<file path="src/rtl/regf_pkg.sv">
// Shared types and defaults for the register-file write-port controller.
package regf_pkg;

    localparam int unsigned XLEN          = 32;
    localparam int unsigned AW            = 5;
    localparam int unsigned NREGS         = 32;
    localparam int unsigned FIRST_CLR_IDX = 1;

    typedef enum logic {
        ST_INIT,
        ST_RUN
    } regf_state_e;

endpackage

</file>
<file path="src/rtl/regf_dbg_buf.sv">
// One-entry debug write buffer with starvation counter, core-conflict detect
// and a registered completion response.
module regf_dbg_buf #(
    parameter int unsigned XLEN       = 32,
    parameter int unsigned AW         = 5,
    parameter int unsigned STARVE_MAX = 8
) (
    input  logic            clk,
    input  logic            rst_n,
    input  logic            run,
    input  logic            core_wr,
    input  logic [AW-1:0]   core_a3,
    input  logic            dbg_valid,
    input  logic [AW-1:0]   dbg_addr,
    input  logic [XLEN-1:0] dbg_data,
    output logic            dbg_ready,
    output logic            drain,
    output logic            force_stall,
    output logic [AW-1:0]   buf_addr,
    output logic [XLEN-1:0] buf_data,
    output logic            resp_valid,
    output logic            resp_err
);

    localparam int unsigned CW = $clog2(STARVE_MAX + 1);

    logic            full_q, full_d;
    logic [AW-1:0]   addr_q, addr_d;
    logic [XLEN-1:0] data_q, data_d;
    logic [CW-1:0]   cnt_q, cnt_d;
    logic            resp_valid_q, resp_valid_d;
    logic            resp_err_q, resp_err_d;
    logic            accept, starve, conflict, addr_zero;

    assign dbg_ready   = run && !full_q;
    assign accept      = dbg_valid && dbg_ready;
    assign addr_zero   = (dbg_addr == '0);
    assign starve      = full_q && (cnt_q == CW'(STARVE_MAX));
    assign drain       = full_q && (!core_wr || starve);
    // A starving buffer wins over the core, so it never counts as a conflict.
    assign conflict    = full_q && !starve && core_wr && (core_a3 == addr_q);
    assign force_stall = starve;
    assign buf_addr    = addr_q;
    assign buf_data    = data_q;
    assign resp_valid  = resp_valid_q;
    assign resp_err    = resp_err_q;

    always_comb begin
        full_d = full_q;
        addr_d = addr_q;
        data_d = data_q;
        cnt_d  = cnt_q;
        if (drain || conflict) begin
            full_d = 1'b0;
            cnt_d  = '0;
        end else if (full_q) begin
            cnt_d = cnt_q + 1'b1;
        end
        if (accept && !addr_zero) begin
            full_d = 1'b1;
            addr_d = dbg_addr;
            data_d = dbg_data;
        end
        resp_valid_d = drain || conflict || (accept && addr_zero);
        resp_err_d   = conflict || (accept && addr_zero);
    end

    always_ff @(posedge clk) begin
        if (!rst_n) begin
            full_q       <= 1'b0;
            addr_q       <= '0;
            data_q       <= '0;
            cnt_q        <= '0;
            resp_valid_q <= 1'b0;
            resp_err_q   <= 1'b0;
        end else begin
            full_q       <= full_d;
            addr_q       <= addr_d;
            data_q       <= data_d;
            cnt_q        <= cnt_d;
            resp_valid_q <= resp_valid_d;
            resp_err_q   <= resp_err_d;
        end
    end

endmodule

</file>
<file path="src/rtl/regf_write_ctrl.sv">
// Register-file write-port owner: post-reset clear of x1..x31, core writeback
// pass-through and, when REGF_DBG_EN is defined, a merged debug-write channel.
module regf_write_ctrl #(
    parameter int unsigned XLEN       = 32,
    parameter int unsigned AW         = 5,
    parameter int unsigned STARVE_MAX = 8
) (
    input  logic            clk,
    input  logic            rst_n,
    input  logic            core_we,
    input  logic [AW-1:0]   core_a3,
    input  logic [XLEN-1:0] core_wd3,
    output logic            core_stall,
    output logic            init_done,
    input  logic            dbg_valid,
    output logic            dbg_ready,
    input  logic [AW-1:0]   dbg_addr,
    input  logic [XLEN-1:0] dbg_data,
    output logic            dbg_resp_valid,
    output logic            dbg_resp_err,
    output logic            rf_we3,
    output logic [AW-1:0]   rf_a3,
    output logic [XLEN-1:0] rf_wd3
);

    import regf_pkg::*;

    localparam logic [AW-1:0] LAST_IDX = AW'(NREGS - 1);

    regf_state_e     state_q, state_d;
    logic [AW-1:0]   idx_q, idx_d;
    logic            core_wr, drain, force_stall;
    logic [AW-1:0]   buf_addr;
    logic [XLEN-1:0] buf_data;

    assign core_wr = core_we && (core_a3 != '0);

`ifdef REGF_DBG_EN
    logic buf_ready, buf_resp_valid, buf_resp_err;

    regf_dbg_buf #(
        .XLEN       (XLEN),
        .AW         (AW),
        .STARVE_MAX (STARVE_MAX)
    ) u_dbg_buf (
        .clk         (clk),
        .rst_n       (rst_n),
        .run         (state_q == ST_RUN),
        .core_wr     (core_wr),
        .core_a3     (core_a3),
        .dbg_valid   (dbg_valid),
        .dbg_addr    (dbg_addr),
        .dbg_data    (dbg_data),
        .dbg_ready   (buf_ready),
        .drain       (drain),
        .force_stall (force_stall),
        .buf_addr    (buf_addr),
        .buf_data    (buf_data),
        .resp_valid  (buf_resp_valid),
        .resp_err    (buf_resp_err)
    );

    assign dbg_ready      = rst_n && buf_ready;
    assign dbg_resp_valid = rst_n && buf_resp_valid;
    assign dbg_resp_err   = rst_n && buf_resp_err;
`else
    logic unused_dbg;
    assign unused_dbg     = ^{dbg_valid, dbg_addr, dbg_data};
    assign drain          = 1'b0;
    assign force_stall    = 1'b0;
    assign buf_addr       = '0;
    assign buf_data       = '0;
    assign dbg_ready      = 1'b0;
    assign dbg_resp_valid = 1'b0;
    assign dbg_resp_err   = 1'b0;
`endif

    always_comb begin
        state_d = state_q;
        idx_d   = idx_q;
        if (state_q == ST_INIT) begin
            idx_d = idx_q + 1'b1;
            if (idx_q == LAST_IDX) begin
                state_d = ST_RUN;
            end
        end
    end

    always_ff @(posedge clk) begin
        if (!rst_n) begin
            state_q <= ST_INIT;
            idx_q   <= AW'(FIRST_CLR_IDX);
        end else begin
            state_q <= state_d;
            idx_q   <= idx_d;
        end
    end

    // Reset overrides everything so the port is quiet before the first edge.
    always_comb begin
        rf_we3     = 1'b0;
        rf_a3      = '0;
        rf_wd3     = '0;
        core_stall = 1'b1;
        init_done  = 1'b0;
        if (rst_n) begin
            if (state_q == ST_INIT) begin
                rf_we3 = 1'b1;
                rf_a3  = idx_q;
            end else begin
                init_done  = 1'b1;
                core_stall = force_stall;
                if (drain) begin
                    rf_we3 = 1'b1;
                    rf_a3  = buf_addr;
                    rf_wd3 = buf_data;
                end else begin
                    rf_we3 = core_wr;
                    rf_a3  = core_a3;
                    rf_wd3 = core_wd3;
                end
            end
        end
    end

endmodule

</file>
<file path="config.mk">
export PLATFORM = sky130hd
export DESIGN_NAME = regf_write_ctrl
export DESIGN_NICKNAME = d
export VERILOG_FILES = /design/src/rtl/regf_pkg.sv /design/src/rtl/regf_dbg_buf.sv /design/src/rtl/regf_write_ctrl.sv
export SDC_FILE = /design/constraint.sdc
export NUM_CORES = 1
export LEC_CHECK = 0
export ABC_AREA = 1
export CORE_UTILIZATION = 21
export CTS_BUF_LIST = sky130_fd_sc_hd__clkbuf_4 sky130_fd_sc_hd__clkbuf_8
export DETAILED_ROUTE_END_ITERATION = 10
export PLACE_DENSITY = 0.82
export SLEW_MARGIN = 20
export SYNTH_ARGS = -nofsm -noshare
export SYNTH_HDL_FRONTEND = slang
export SYNTH_SLANG_ARGS = --single-unit
export TNS_END_PERCENT = 30
</file>
<file path="constraint.sdc">
create_clock -name clk -period 1.5 [get_ports clk]
set_input_delay 0.15 -clock clk [delete_from_list [all_inputs] [get_ports clk]]
set_output_delay 0.15 -clock clk [all_outputs]
set_load 0.005 [all_outputs]
</file>
==> metrics.yaml, run 1 <==
timing:
  timing.final.crit_share_pct: 100.6
  setup_violations: 1
  fmax_mhz: 662.4
  timing.hold.ws_ns: 0.3974
  setup-tns-final_ns: -0.009700
  rsz0062_at_grt: "true"
  finalCriticalPeriod_ns: 1.510
  finalHoldViolCount: 0
  skew_ns: 0.003636
  setup_ws_ns: -0.009700
  slew_violations: 0
setup_path:
  crit_fanout: 12
  cp.arrival_ns: 1.36
  crit_type: "flip-flop to output pin"
  r2r_slack_ns: 0.16
  endpoint_kind: "output pin"
  crit_path_start_kind: "flip-flop"
  critical_path_required_ns: 1.35
floorplan:
  fp-row-count: 20
  die_w_um: 58.78
  io_pins: 121
  die_area_sq_um: 3455
  core_sq_um: 3053
  initial_utilization_pct: 22.17
  die_h_um: 58.78
global_route:
  grt_pass1_wl_um: 3698
  antenna_found_initial: 0
  grt_max_degree: 13
  track_usage_pct: 13.72
  grt_pass1_vias: 895
  grt.overflow.total: 0
route:
  drc: 0
  ant_nets: 0
  routed_wl_um: 2380
  first_pass_iters: 4
  drt_iter0_drc: 42
  routedWlPerCell_um: 9.261
  dr_total_vias: 985
  vias_per_cell: 3.833
job:
  max_cap_viol_count: 0
clock_tree:
  cts_tree: "yes"
  worstSkewPairLatency_ns: 0.25
  cts_buffers: 3
  cts_max_level: 1
  path_clk_slew_ns: 0.05
  cts-root-buf: "clkbuf_4"
  postCtsHoldBufs: 0
  cts.sink_count: 6
  cts.path.max_buffers: 2
layout:
  area_delta_synth_final_pct: 125.3
  fin_nets: 295
  drive_gt1_share_pct: 7.512
  diodes: 0
logic_synthesis:
  ys.warnings.count: 0
  yosysUniqueCellTypes: 18
  synth-seq-cells: 6
  synthesis.area_sq_um: 676.9
  synth.avg_cell_area_sq_um: 5.207
  synth_cells: 130
  ys_seq_area_share_pct: 17.74
  yosys.area.top_type: "inv_1"
  synth.top_cell.area_share_pct: 23.29
  ys_top_cells_by_area: "inv_1, nor2_1, dfxtp_1"
place:
  port_buffers: 79
  place_hpwl_um: 1918
  gp_congestion: 0.7999
run_status:
  violations: "negative setup slack"
  status: "finished, violations left"
power:
  p_leak_nw: 1.010
  ir_worst_vdd_mv: 0.4109
  power_density_nw_per_um2: 335.6
  total_power_uw: 511.9
min_path:
  holdCritPathClass: "primary input to flip-flop"
## per-layer routing
layer | global-route usage (%) | vias up | wire length (um)
met5 | 0 | - | 0
met4 | 4.082 | 0 | 0
met3 | 3.297 | 0 | 334
met2 | 23.54 | 59 | 1045
met1 | 16.91 | 404 | 1000
li1 | - | 522 | -
## repair_timing
item	4_1_cts	5_1_grt
setup endpoints to repair	40	6
resized for setup	45	5
pin swaps	2	2
setup buffers	1	0
## final timing paths
kind / startpoint / endpoint / depth (start not counted)
setup reg to reg: idx_q[1] / idx_q[4] / 6
setup / recovery: state_q / core_stall / 3
hold / removal: rst_n / state_q / 3
hold reg to reg: idx_q[4] / idx_q[4] / 2
## cells in the final DEF (no fill, tap or decap), drive strengths merged, types with 3 or more instances in the layout
cell type | netlist | final
inv | 43 | 43
nor2 | 42 | 42
clkdlybuf4s50 | 0 | 39
dlygate4sd2 | 0 | 38
o21ai | 8 | 8
nand2 | 8 | 8
buf | 9 | 8
a21oi | 6 | 6
dfxtp | 6 | 6
nand3 | 3 | 3
conb | 1 | 3
clkbuf | 0 | 3
## state kept, by name (all words and copies together) (netlist names)
register  cells
state_q       1
idx_q         5
## through the flow
stage / std cells / setup WS [ns] / util [%] / cell area [sq um]
after detailed placement: 253 / -0.2501 / 49.34 / 1506
final: 257 / -0.009700 / 49.96 / 1525
after global placement: 253 / -0.2770 / 49.34 / 1506
after CTS: 257 / -0.1009 / 49.51 / 1511
after global routing: 257 / -0.05193 / 49.96 / 1525
after floorplan: 132 / 0.2793 / - / 684.4
## final cells by class
class	instances	area, sq um
well taps	44	55.05
multi-input cells	74	336.6
repair buffers	87	823.3
flip-flops and latches	6	123.9
inverters	43	163.9
fillers	360	1528
clock buffers	3	22.52
## logic make-up after synthesis
logic type | count (synthesis) | share of synthesized area [%]
compound gates | 14 | 10.90
fa+ha+maj | 2 | 3.696
buf+inv | 52 | 35.12
flops | 6 | 17.75
other cells | 1 | 0.5540
simple gates | 55 | 31.98
## worst max-delay path, stage by stage (launching register included)
cell             delay [ns]
dfxtp_4                0.36
nand2_4                0.10
buf_8                  0.14
clkdlybuf4s50_1        0.50
## cells in the mapped netlist
library cell and number:
nand2_2 1, buf_6 3, inv_1 42, nor2_1 42, buf_4 5, dfxtp_1 6, a21oi_2 1, inv_2 1
conb_1 1, o21ai_0 7, o21ai_1 1, nand2_1 7, ha_1 2, nor3_1 1, nand3_1 3, or2_0 1
a21oi_1 5, buf_2 1
## power by group
group | total, mW | internal, mW | switching (mW) | leakage, nW
combinational | 0.180 | 0.119 | 0.0607 | 0.947
sequential | 0.175 | 0.168 | 0.00773 | 0.0500
clock | 0.157 | 0.0910 | 0.0659 | 0.0138
total | 0.512 | 0.378 | 0.134 | 1.01
Power figures use the tool's default switching activity.
==> run 2: changes to the inputs <==
- SLEW_MARGIN: 20 -> not set
==> results of run 2 <==
The final DEF is identical to that of run 1; final timing and power are the same.
==> run 3: changes to the inputs <==
- ABC_AREA: 1 -> not set
- PLACE_DENSITY: 0.82 -> 0.83
==> metrics.yaml, run 3 <==
clock_tree:
  worstSkewPairLatency_ns: 0.25  # about the same
  cts.path.max_buffers: 2  # unchanged
  cts_buffers: 3  # unchanged
  cts.sink_count: 6  # unchanged
  postCtsHoldBufs: 0  # unchanged
  cts-root-buf: "clkbuf_4"
  cts_max_level: 1  # unchanged
  path_clk_slew_ns: 0.05  # about the same
  cts_tree: "yes"
route:
  drt_iter0_drc: 19  # -55%
  first_pass_iters: 4  # unchanged
  drc: 0  # unchanged
  routed_wl_um: 2463  # +3.5%
  ant_nets: 0  # unchanged
  dr_total_vias: 887  # -9.9%
  routedWlPerCell_um: 11.56  # +25%
  vias_per_cell: 4.164  # +8.7%
run_status:
  status: "finished, violations left"
  violations: "negative setup slack"
logic_synthesis:
  ys_top_cells_by_area: "and3_1, dfxtp_1, mux2i_1"
  yosysUniqueCellTypes: 22  # +4
  dominantRegCellSynth: "dfxtp_1"
  synth_cells: 84  # -35%
  synth.top_cell.area_share_pct: 30.73  # +7.4 points
  synthesis.area_sq_um: 671.9  # -0.74%
  synth.avg_cell_area_sq_um: 7.999  # +54%
  synth_async_sr_flop_share_pct: 0  # unchanged
  synth.top_cells.by_count: "and3_1, mux2i_1, nor2b_1"
  synth-edff-count: 0  # unchanged
  ys_seq_area_share_pct: 17.88  # +0.13 points
  yosysMostFrequentCell: "and3_1"
  ys.warnings.count: 0  # unchanged
  synth-seq-cells: 6  # unchanged
  yosys.area.top_type: "and3_1"
layout:
  fillers: 297  # -18%
  largest_register_ffs: 5  # unchanged
  final_cell_mix: "clkdlybuf4s50_1, and3_1, dlygate4sd2_1, dlymetal6s2s_1"
  fin_nets: 251  # -15%
  diodes: 0  # unchanged
  area_delta_synth_final_pct: 142.8
  biggestRegsByFlops: "idx_q: 5 flops, state_q: 1 flops"
  largest_register: "idx_q"
  drive_gt1_share_pct: 11.83  # +4.3 points
  final-instance-count-excl-fill: 213  # -17%
  layout_commonest_cell: "clkdlybuf4s50_1"
setup_path:
  critPathCapture: "rf_a3[4]"
  crit_path_start_kind: "flip-flop"
  r2r_slack_ns: 0.16  # about the same
  cp-startpoint: "state_q"
  reg2regPathDepth: 5  # -1
  endpoint_kind: "output pin"
  crit_chain: "buf_4, buf_4, mux2i_1, nor2b_1, dlygate4sd2_1"
  crit_slowest_cell: "dfxtp_4"
  crit_fanout: 6  # -6
  r2r_start: "idx_q[0]"
  cp.arrival_ns: 1.37  # about the same
  r2r-end: "idx_q[4]"
  crit_top_cell: "buf_4"
  critical_path_required_ns: 1.35  # about the same
  crit_type: "flip-flop to output pin"
  slowest_delay_ns: 0.39  # -0.11 ns
timing:
  finalCriticalPeriod_ns: 1.523  # +0.01306 ns
  skew_ns: 0.001921  # -0.001716 ns
  fmax_mhz: 656.7  # -0.86%
  slew_violations: 0  # unchanged
  finalHoldViolCount: 0  # unchanged
  timing.hold.ws_ns: 0.5538  # +0.1564 ns
  rsz0062_at_grt: "true"
  timing.final.crit_share_pct: 101.5  # +0.87 points
  setup-tns-final_ns: -0.02276  # -0.01306 ns
  setup_ws_ns: -0.02276  # -0.01306 ns
  setup_violations: 1  # unchanged
floorplan:
  initial_utilization_pct: 22.01  # -0.16 points
  core_sq_um: 3053  # unchanged
  io_pins: 121  # unchanged
  die_w_um: 58.57  # -0.36%
  die_area_sq_um: 3430  # -0.71%
  die_h_um: 58.57  # -0.36%
  fp-row-count: 20  # unchanged
power:
  p_leak_nw: 1.078  # +6.7%
  total_power_uw: 541.0  # +5.7%
  power_density_nw_per_um2: 331.6  # -1.2%
  ir_worst_vdd_mv: 0.2961  # -28%
place:
  place_hpwl_um: 1867  # -2.7%
  dp.cells: 206  # -19%
  gp_congestion: 0.7003  # -12%
  port_buffers: 79  # unchanged
global_route:
  grt_pass1_vias: 778  # -13%
  grt_pass1_wl_um: 3594  # -2.8%
  grt_max_degree: 27  # +14
  antenna_found_initial: 0  # unchanged
  track_usage_pct: 13.64  # -0.081 points
  grt.overflow.total: 0  # unchanged
min_path:
  holdCritPathClass: "flip-flop to flip-flop"
job:
  max_cap_viol_count: 0  # unchanged
==> run 3: worst min-delay path by stage <==
| stage | from | end | depth (start not counted) |
|---|---|---|---|
| 4_1_cts | idx_q[4] | idx_q[4] | 2 |
| 3_3_place_gp | idx_q[4] | idx_q[4] | 2 |
| 3_5_place_dp | idx_q[4] | idx_q[4] | 2 |
| 2_1_floorplan | rst_n | idx_q[0] | 2 |
| 5_1_grt | rst_n | state_q | 4 |
| 6_report | idx_q[4] | idx_q[4] | 2 |
==> run 3: report_power, final <==
part	total, mW	internal (mW)	switching, mW
combinational	0.203	0.147	0.0563
clock	0.157	0.0910	0.0656
sequential	0.181	0.169	0.0129
total	0.541	0.406	0.135
==> run 3: logic make-up (layout without fill, tap and decap cells) <==
logic type      Yosys count  count (layout)  share of synthesized area, %
flops                     6               6                         17.88
mux                       7               7                         10.43
simple gates             47              47                         45.62
xor+xnor                  3               3                         3.911
buf+inv                  15              98                         15.08
other cells               1               3                        0.5581
compound gates            3               3                         2.794
fa+ha+maj                 2               2                         3.724
==> run 3: per-stage QoR <==
step | instance area [sq um] | setup WS [ns] | util (%)
final | 1632 | -0.02276 | 53.44
after global routing | 1632 | -0.05524 | 53.44
after CTS | 1569 | -0.1199 | 51.39
after detailed placement | 1528 | -0.2610 | 50.04
after global placement | 1528 | -0.2382 | 50.04
after floorplan | 679.4 | 0.2434 | -
==> run 3: worst max-delay path, delay by kind of cell (launching register included) <==
family / cells / cell delay [ns]
buffers and inverters: 3 / 0.51
flip-flops: 1 / 0.39
multiplexers: 1 / 0.17
AND/OR/NAND/NOR: 1 / 0.06
==> run 3: layout make-up <==
| type | count | area, sq um | area share (%) |
|---|---|---|---|
| Timing Repair Buffer | 92 | 954.7 | 58.51 |
| Multi-Input combinational cell | 65 | 464.2 | 28.45 |
| Sequential cell | 6 | 123.9 | 7.592 |
| Tap cell | 44 | 55.05 | 3.374 |
| Clock buffer | 3 | 22.52 | 1.380 |
| Inverter | 3 | 11.26 | 0.6902 |
==> run 3: timing repair <==
item / CTS / global route
endpoints found under the setup margin: 40 / 11
gates resized for setup: 39 / 12
pin swaps: 0 / 1
buffers inserted: 0 / 2
gates cloned: 1 / 1
==> run 3: metal layers <==
metal | global-route usage, % | share of wire [%] | up-vias
met2 | 23.97 | 48 | 51
met4 | 6.463 | 1.2 | 0
met5 | 0 | 0 | -
met3 | 5.055 | 12 | 2
met1 | 14.42 | 39 | 381
li1 | - | - | 453
